**config.mk**
```make
export PLATFORM = sky130hd
export DESIGN_NAME = toggle_scan_arbiter
export DESIGN_NICKNAME = d
export VERILOG_FILES = /design/src/rtl/toggle_scan_arbiter.sv
export SDC_FILE = /design/constraint.sdc
export NUM_CORES = 1
export LEC_CHECK = 0
export CAP_MARGIN = 20
export CORE_ASPECT_RATIO = 1.5
export CORE_UTILIZATION = 52
export CTS_CLUSTER_DIAMETER = 150
export DETAILED_ROUTE_END_ITERATION = 10
export GPL_TIMING_DRIVEN = 0
export PLACE_DENSITY = 0.78
export SETUP_SLACK_MARGIN = 0.2
export SLEW_MARGIN = 25
export SYNTH_ARGS = -nofsm -noshare
export SYNTH_HDL_FRONTEND = slang
export SYNTH_SLANG_ARGS = --single-unit
export TNS_END_PERCENT = 30
```
**constraint.sdc**
```tcl
create_clock -name clk -period 2.6 [get_ports clk]
set_clock_uncertainty 0.1 [all_clocks]
set_input_delay 0.65 -clock clk [delete_from_list [all_inputs] [get_ports clk]]
set_output_delay 0.65 -clock clk [all_outputs]
set_load 0.05 [all_outputs]
```
**src/rtl/toggle_scan_arbiter.sv**
```systemverilog
// Round-robin front end sharing one serial transition counter between NREQ word producers.
// Optional macro TOGGLE_SCAN_PARITY_EN adds the res_parity result output.
module toggle_scan_arbiter #(
    parameter int NREQ  = 4,
    parameter int WIDTH = 8,
    parameter int CNT_W = 4,
    parameter int IDW   = 2
) (
    input  logic                    clk,
    input  logic                    reset,
    input  logic [NREQ-1:0]         req_valid,
    input  logic [NREQ*WIDTH-1:0]   req_data,
    output logic [NREQ-1:0]         req_ready,
    output logic                    ser_bit,
    output logic                    ser_valid,
    output logic                    res_valid,
    input  logic                    res_ready,
    output logic [IDW-1:0]          res_id,
    output logic [CNT_W-1:0]        res_count,
    output logic                    busy
`ifdef TOGGLE_SCAN_PARITY_EN
    ,
    output logic                    res_parity
`endif
);

    localparam int IDXW = $clog2(WIDTH + 1);

    typedef enum logic [1:0] {IDLE, SHIFT, REPORT} state_t;

    state_t            state;
    logic [IDW-1:0]    last_grant;
    logic [IDW-1:0]    gnt_idx;
    logic              gnt_found;
    logic [WIDTH-1:0]  gnt_word;
    logic [WIDTH-1:0]  shreg;
    logic [CNT_W-1:0]  cnt;
    logic [IDXW-1:0]   bit_idx;
`ifdef TOGGLE_SCAN_PARITY_EN
    logic              par;
`endif

    // Scan priorities from lowest (k=NREQ) to highest (k=1) so the nearest
    // requester after last_grant is the one left standing.
    always_comb begin
        gnt_found = 1'b0;
        gnt_idx   = '0;
        gnt_word  = '0;
        for (int k = NREQ; k >= 1; k--) begin
            for (int i = 0; i < NREQ; i++) begin
                if (req_valid[i] && (i == (int'(last_grant) + k) % NREQ)) begin
                    gnt_found = 1'b1;
                    gnt_idx   = IDW'(i);
                    gnt_word  = req_data[i*WIDTH +: WIDTH];
                end
            end
        end
    end

    always_comb begin
        req_ready = '0;
        if (state == IDLE && gnt_found)
            req_ready = NREQ'(1) << gnt_idx;
    end

    assign busy = (state != IDLE);

    always_ff @(posedge clk or posedge reset) begin
        if (reset) begin
            state      <= IDLE;
            last_grant <= IDW'(NREQ - 1);
            shreg      <= '0;
            cnt        <= '0;
            bit_idx    <= '0;
            ser_bit    <= 1'b0;
            ser_valid  <= 1'b0;
            res_valid  <= 1'b0;
            res_id     <= '0;
            res_count  <= '0;
`ifdef TOGGLE_SCAN_PARITY_EN
            par        <= 1'b0;
            res_parity <= 1'b0;
`endif
        end else begin
            case (state)
                IDLE: begin
                    // Bit 0 goes out on the grant edge itself, so the word
                    // occupies exactly WIDTH SHIFT cycles.
                    if (gnt_found) begin
                        shreg      <= gnt_word >> 1;
                        ser_bit    <= gnt_word[0];
                        ser_valid  <= 1'b1;
                        cnt        <= '0;
                        bit_idx    <= IDXW'(1);
                        last_grant <= gnt_idx;
`ifdef TOGGLE_SCAN_PARITY_EN
                        par        <= gnt_word[0];
`endif
                        state      <= SHIFT;
                    end
                end
                SHIFT: begin
                    if (bit_idx == IDXW'(WIDTH)) begin
                        ser_valid  <= 1'b0;
                        res_valid  <= 1'b1;
                        res_id     <= last_grant;
                        res_count  <= cnt;
`ifdef TOGGLE_SCAN_PARITY_EN
                        res_parity <= par;
`endif
                        state      <= REPORT;
                    end else begin
                        ser_bit <= shreg[0];
                        shreg   <= shreg >> 1;
                        bit_idx <= bit_idx + 1'b1;
                        if (shreg[0] != ser_bit)
                            cnt <= cnt + 1'b1;
`ifdef TOGGLE_SCAN_PARITY_EN
                        par     <= par ^ shreg[0];
`endif
                    end
                end
                REPORT: begin
                    if (res_ready) begin
                        res_valid <= 1'b0;
                        state     <= IDLE;
                    end
                end
                default: state <= IDLE;
            endcase
        end
    end

endmodule

```
==> flow_summary.yaml, run 1 <==
cts:
  cts_buffers: 3
  cts_num_sinks: 28
  clkSlewWorstSetupHoldPaths_ps: 100
  cts_tree: "built"
  htreeDepth: 1
  clk_latency_ps: 290
  ctsRootBufferMaster: "clkbuf_8"
  cts_buffer_depth: 2
floorplan:
  die_w_um: 62.01
  rows: 32
  die_h_um: 92.02
  core_mm2: 0.005165
  die-area_mm2: 0.005706
  pin_count: 53
  initial_utilization: 0.5438
sta:
  setup_ws_ps: -137.8
  tightest_slew_ps: 859.7
  fin_crit_ps: 2738
  post-route-period-util: 1.053
  slew_viol_final: 0
  setup_viol: 4
  rsz0062_at_grt: "true"
  slew_headroom: 0.4242
  hold_violations: 0
  max_freq_mhz: 365.3
  hold_slack_ps: 389.7
yosys:
  seq_area_frac_synth: 0.2503
  synth.most_common_cell: "nand2_1"
  ys_warn_count: 0
  synth-seq-cells: 28
  netlist-cell-type-count: 59
  synth_area_mm2: 0.002809
  synth_top_area_frac: 0.2316
  synth_cells: 376
  ys_top_cells_by_area: "dfrtp_1, nand2_1, o21ai_0"
  async_reset_ff_frac: 1.000
  post-synth-top-area-cell: "dfrtp_1"
  synth_ff_type: "dfrtp_1"
  syn_nets: 418
  yosys-top-cells-count: "nand2_1, o21ai_0, a21oi_1, dfrtp_1, nand3_1"
  synth_edf_count: 0
  avgSynthCellArea_um2: 7.471
min_path:
  holdPathEnd: "res_valid$_DFFE_PP0P_"
  hold_path_depth: 1
  worstHoldPathType: "flip-flop to flip-flop"
  min_from: "res_valid$_DFFE_PP0P_"
final_layout:
  final_nets: 482
  fillers: 409
  drive_above_1_share: 0.1891
  diodes: 0
  seqCellArea_um2: 703.2
  areaGrowthSynthToFinish_pct: 33.36
  multi_input_area_mm2: 0.002006
placed_design:
  io_buffers: 50
  place.gp.congestion: 1.040
  place_hpwl_um: 7818
power:
  p_leak_nw: 1.477
  p_seq_frac: 0.190
  pwr-share-clk: 0.083
  p_sw_w: 0.002279
  power.total_w: 0.004336
  combPwrFrac: 0.727
  p_sw_frac: 0.5255
  power.internal_w: 0.002057
  vdd.ir_drop.worst_uv: 755.3
  powerDensity_mw_per_mm2: 1158
routing:
  vias_per_cell: 7.292
  drt_iter0_drc: 721
  wl_per_cell_um: 23.59
  drt_pass1_iterations: 10
  wl_um: 11960
  num_vias: 3697
  ant_nets: 0
  drc: 0
worst_setup_path:
  worstSetupPathType: "flip-flop to output port"
  rr_endpoint: "shreg[1]$_DFFE_PP0P_"
  reg2reg_slack_ps: 170
  critPathMaxFanout: 10
  crit_required_ps: 1850
  r2r_cells: 7
  start_kind: "flip-flop"
  end_kind: "output port"
  r2r-start: "last_grant[0]$_DFFE_PP1P_"
  cp.arrival_ps: 1990
run_status:
  status: "complete, but fails checks"
  violations: "negative setup slack"
global_route:
  grt_pass1_vias: 3471
  antenna_found_initial: 0
  grt_pass1_wl_um: 18400
  track_usage: 0.4486
  grt_max_degree: 29
  gr-total-overflow: 0
run:
  maxCapViolCount: 0
==> how the worst max path moves through the flow <==
stage / startpoint / to / cells after the start
5_1_grt: last_grant[0]$_DFFE_PP1P_ / req_ready[3] / 6
4_1_cts: last_grant[1]$_DFFE_PP1P_ / req_ready[3] / 6
2_1_floorplan: req_valid[1] / req_ready[2] / 6
6_report: last_grant[1]$_DFFE_PP1P_ / req_ready[3] / 6
3_5_place_dp: req_valid[2] / req_ready[3] / 7
3_3_place_gp: req_valid[2] / req_ready[2] / 7
==> per-layer routing <==
| layer | vias up | GRT usage | routed length, um | part of all wire |
|---|---|---|---|---|
| met5 | - | 0 | 0 | 0 |
| met4 | 0 | 0.2537 | 702 | 0.059 |
| met3 | 78 | 0.1791 | 1443 | 0.12 |
| met2 | 337 | 0.6551 | 5665 | 0.47 |
| met1 | 1719 | 0.5423 | 4149 | 0.35 |
| li1 | 1563 | - | - | - |
==> power groups by stage <==
stage	Sequential [W]	Clock (W)	Combinational, W
4_1_cts	0.000807	0.000363	0.00293
3_5_place_dp	0.000820	0	0.00274
6_report	0.000825	0.000360	0.00315
5_1_grt	0.000841	0.000380	0.00332
3_3_place_gp	0.000809	0	0.00272
2_1_floorplan	0.000985	0	0.00173
==> cell usage in the layout (no fill, tap or decap), types with 4 or more instances in the layout <==
cell / netlist / final
clkdlybuf4s50_1: 0 / 43
nand2_1: 43 / 40
o21ai_0: 27 / 26
nand3_1: 26 / 26
dfrtp_1: 26 / 26
a21oi_1: 26 / 25
nor2_1: 25 / 20
a211oi_1: 17 / 17
nand2b_1: 15 / 15
and3_1: 15 / 15
buf_4: 2 / 14
a22oi_1: 11 / 11
buf_6: 1 / 9
o211ai_1: 9 / 9
buf_2: 18 / 7
mux2_2: 7 / 7
a32oi_1: 7 / 7
a31oi_1: 7 / 7
clkbuf_8: 0 / 6
clkbuf_1: 11 / 6
nor2_4: 1 / 6
a222oi_1: 6 / 6
o221ai_1: 7 / 6
o22ai_1: 6 / 6
buf_8: 0 / 4
xor2_1: 4 / 4
==> stage by stage <==
stage / instance area (um2) / utilization / TNS (ps) / setup slack (ps) / instances
after floorplan: 2875 / - / 0 / 28.72 / 376
after global placement: 3461 / 0.6701 / -9647 / -1515 / 494
after detailed placement: 3461 / 0.6701 / -9747 / -1559 / 494
after CTS: 3680 / 0.7125 / -292.9 / -98.30 / 504
after global routing: 3746 / 0.7253 / -602.2 / -169.0 / 507
final: 3746 / 0.7253 / -487.2 / -137.8 / 507
==> cell type report <==
cell class | count | share of cell area
clock inverter | 1 | 0.008016
tap | 68 | 0.02271
inverter | 7 | 0.007348
multi-input combinational | 307 | 0.5354
timing repair buffer | 59 | 0.1543
clock buffer | 3 | 0.01102
buffer | 34 | 0.07348
sequential | 28 | 0.1877
==> flip-flops by register name, indices dropped and copies added, names as in the netlist <==
name and count:
bit_idx 4, cnt 4, last_grant 2, res_count 4, res_id 2, res_valid 1, ser_bit 1, ser_valid 1
shreg 7, state 2
==> timing repair <==
action                     4_1_cts  5_1_grt
hold buffers                     0        0
pin swaps                        8        2
hold endpoints to repair         0        0
setup endpoints to repair       20        7
buffers inserted                 6        3
resized for setup               70       14
==> cell families after synthesis <==
family	synth area share
flops	0.2503
buf+inv	0.06815
xor+xnor	0.01559
fa+ha+maj	0.01336
mux	0.02806
simple gates	0.2637
compound gates	0.3608
==> critical path, cell delays in order, from the launching register on <==
cell and delay [ps]:
dfstp_2 600, buf_6 140, buf_4 190, nand2_1 150, o221a_4 330, nor2_4 130
buf_8 150
No activity file was read; power rests on OpenSTA's default activity.
==> run 2: changes to the inputs <==
Settings changed: CTS_CLUSTER_DIAMETER 150 to 60, CTS_CLUSTER_SIZE from default to 25, SLEW_MARGIN 25 to 5.
==> flow_summary.yaml, run 2 (same netlist as run 1, synthesis figures left out) <==
run_status:
  status: "complete, but fails checks"
  violations: "negative setup slack"
worst_setup_path:
  r2r_cells: 7
  critPathMaxFanout: 10
  cp_slowest_cell: "dfstp_2"
  rr_endpoint: "shreg[5]$_DFFE_PP0P_"
  cpPeakStageDelay_ps: 600
  crit_required_ps: 1850
  start_kind: "flip-flop"
  r2r-start: "last_grant[0]$_DFFE_PP1P_"
  crit_chain: "buf_6, buf_4, nand2_1, o221a_4, nor2_4, buf_8"
  worstSetupPathType: "flip-flop to output port"
  end_kind: "output port"
  cp.arrival_ps: 1980
  reg2reg_slack_ps: 240
final_layout:
  final_nets: 483
  layout_commonest_cell: "clkdlybuf4s50_1"
  diodes: 0
  seqCellArea_um2: 703.2
  drive_above_1_share: 0.1886
  fillers: 404
  regMostFlops: "shreg"
  areaGrowthSynthToFinish_pct: 34.34
  instances_no_fill: 508
  largest_reg_flops: 7
  multi_input_area_mm2: 0.002006
  mostFrequentLayoutCells: "clkdlybuf4s50_1, nand2_1, o21ai_0, nand3_1, dfrtp_1"
global_route:
  track_usage: 0.4486
  grt_pass1_wl_um: 18400
  antenna_found_initial: 0
  gr-total-overflow: 0
  grt_max_degree: 29
  grt_pass1_vias: 3471
power:
  powerDensity_mw_per_mm2: 1151
  p_leak_nw: 1.491
  vdd.ir_drop.worst_uv: 749.0
floorplan:
  core_mm2: 0.005165
  pin_count: 53
  die-area_mm2: 0.005706
  rows: 32
  initial_utilization: 0.5438
  die_w_um: 62.01
  die_h_um: 92.02
cts:
  ctsRootBufferMaster: "clkbuf_8"
  cts_num_sinks: 28
  clk_latency_ps: 290
  clkSlewWorstSetupHoldPaths_ps: 100
  cts_buffer_depth: 2
  cts_buffers: 3
  htreeDepth: 1
  cts_tree: "built"
sta:
  hold_slack_ps: 389.8
  fin_crit_ps: 2733
  setup_ws_ps: -133.5
  rsz0062_at_grt: "true"
  slew_headroom: 0.4482
  post-route-period-util: 1.051
  setup_viol: 4
  max_freq_mhz: 365.8
  slew_viol_final: 0
  hold_violations: 0
  tightest_slew_ps: 823.8
routing:
  drt_pass1_iterations: 7
  vias_per_cell: 7.335
  ant_nets: 0
  wl_per_cell_um: 23.64
  num_vias: 3726
  drt_iter0_drc: 644
  wl_um: 12010
  drc: 0
placed_design:
  place.gp.congestion: 1.040
  dp.cells: 494
  place_hpwl_um: 7819
  io_buffers: 50
min_path:
  holdPathEnd: "res_valid$_DFFE_PP0P_"
  min_from: "res_valid$_DFFE_PP0P_"
  hold_path_depth: 1
  worstHoldPathType: "flip-flop to flip-flop"
run:
  maxCapViolCount: 0
## run 2: worst max path at each step
stage | endpoint | cells after the start | start
floorplan | req_ready[2] | 6 | req_valid[1]
finish | req_ready[3] | 6 | last_grant[1]$_DFFE_PP1P_
CTS | req_ready[3] | 6 | last_grant[1]$_DFFE_PP1P_
global placement | req_ready[2] | 7 | req_valid[2]
detailed placement | req_ready[3] | 7 | req_valid[2]
global route | req_ready[3] | 6 | last_grant[1]$_DFFE_PP1P_
## run 2: per-layer routing
| metal | track usage | part of all wire | routed length [um] |
|---|---|---|---|
| met5 | 0 | 0 | 0 |
| met4 | 0.2537 | 0.068 | 814 |
| met3 | 0.1791 | 0.12 | 1454 |
| met2 | 0.6551 | 0.47 | 5617 |
| met1 | 0.5423 | 0.34 | 4121 |
## run 2: what timing repair did
item                                    in CTS  in global routing
pin swaps                                    8                  2
hold buffers                                 0                  0
gates resized for setup                     70                 14
endpoints found under the setup margin      20                  7
setup buffers                                6                  3
hold endpoints to repair                     0                  0
## run 2: critical path: cells and delay by family, from the launching register on
family	cells	cell delay [ps]
buf+inv	3	480
flops	1	600
compound gates	1	330
simple gates	2	270
## run 2: power breakdown
| group | switching, W | internal, W |
|---|---|---|
| Combinational | 0.00195 | 0.00121 |
| Clock | 0.000154 | 0.000207 |
| Sequential | 0.000178 | 0.000646 |
## run 2: area by class of cell
cell class / count / share of cell area
multi-input combinational: 307 / 0.5315
inverter: 7 / 0.007294
sequential: 28 / 0.1863
clock buffer: 3 / 0.01094
buffer: 34 / 0.07294
tap: 68 / 0.02255
clock inverter: 1 / 0.007958
timing repair buffer: 60 / 0.1605
## run 2: through the flow
| stage | power (W) | worst slack [ps] | utilization | area [um2] | TNS (ps) |
|---|---|---|---|---|---|
| 2_1_floorplan | 0.002719 | 28.72 | - | 2875 | 0 |
| 3_3_place_gp | 0.003528 | -1515 | 0.6701 | 3461 | -9647 |
| 3_5_place_dp | 0.003561 | -1559 | 0.6701 | 3461 | -9747 |
| 4_1_cts | 0.004101 | -98.30 | 0.7125 | 3680 | -292.9 |
| 5_1_grt | 0.004572 | -231.1 | 0.7306 | 3774 | -831.5 |
| 6_report | 0.004345 | -133.5 | 0.7306 | 3774 | -466.7 |
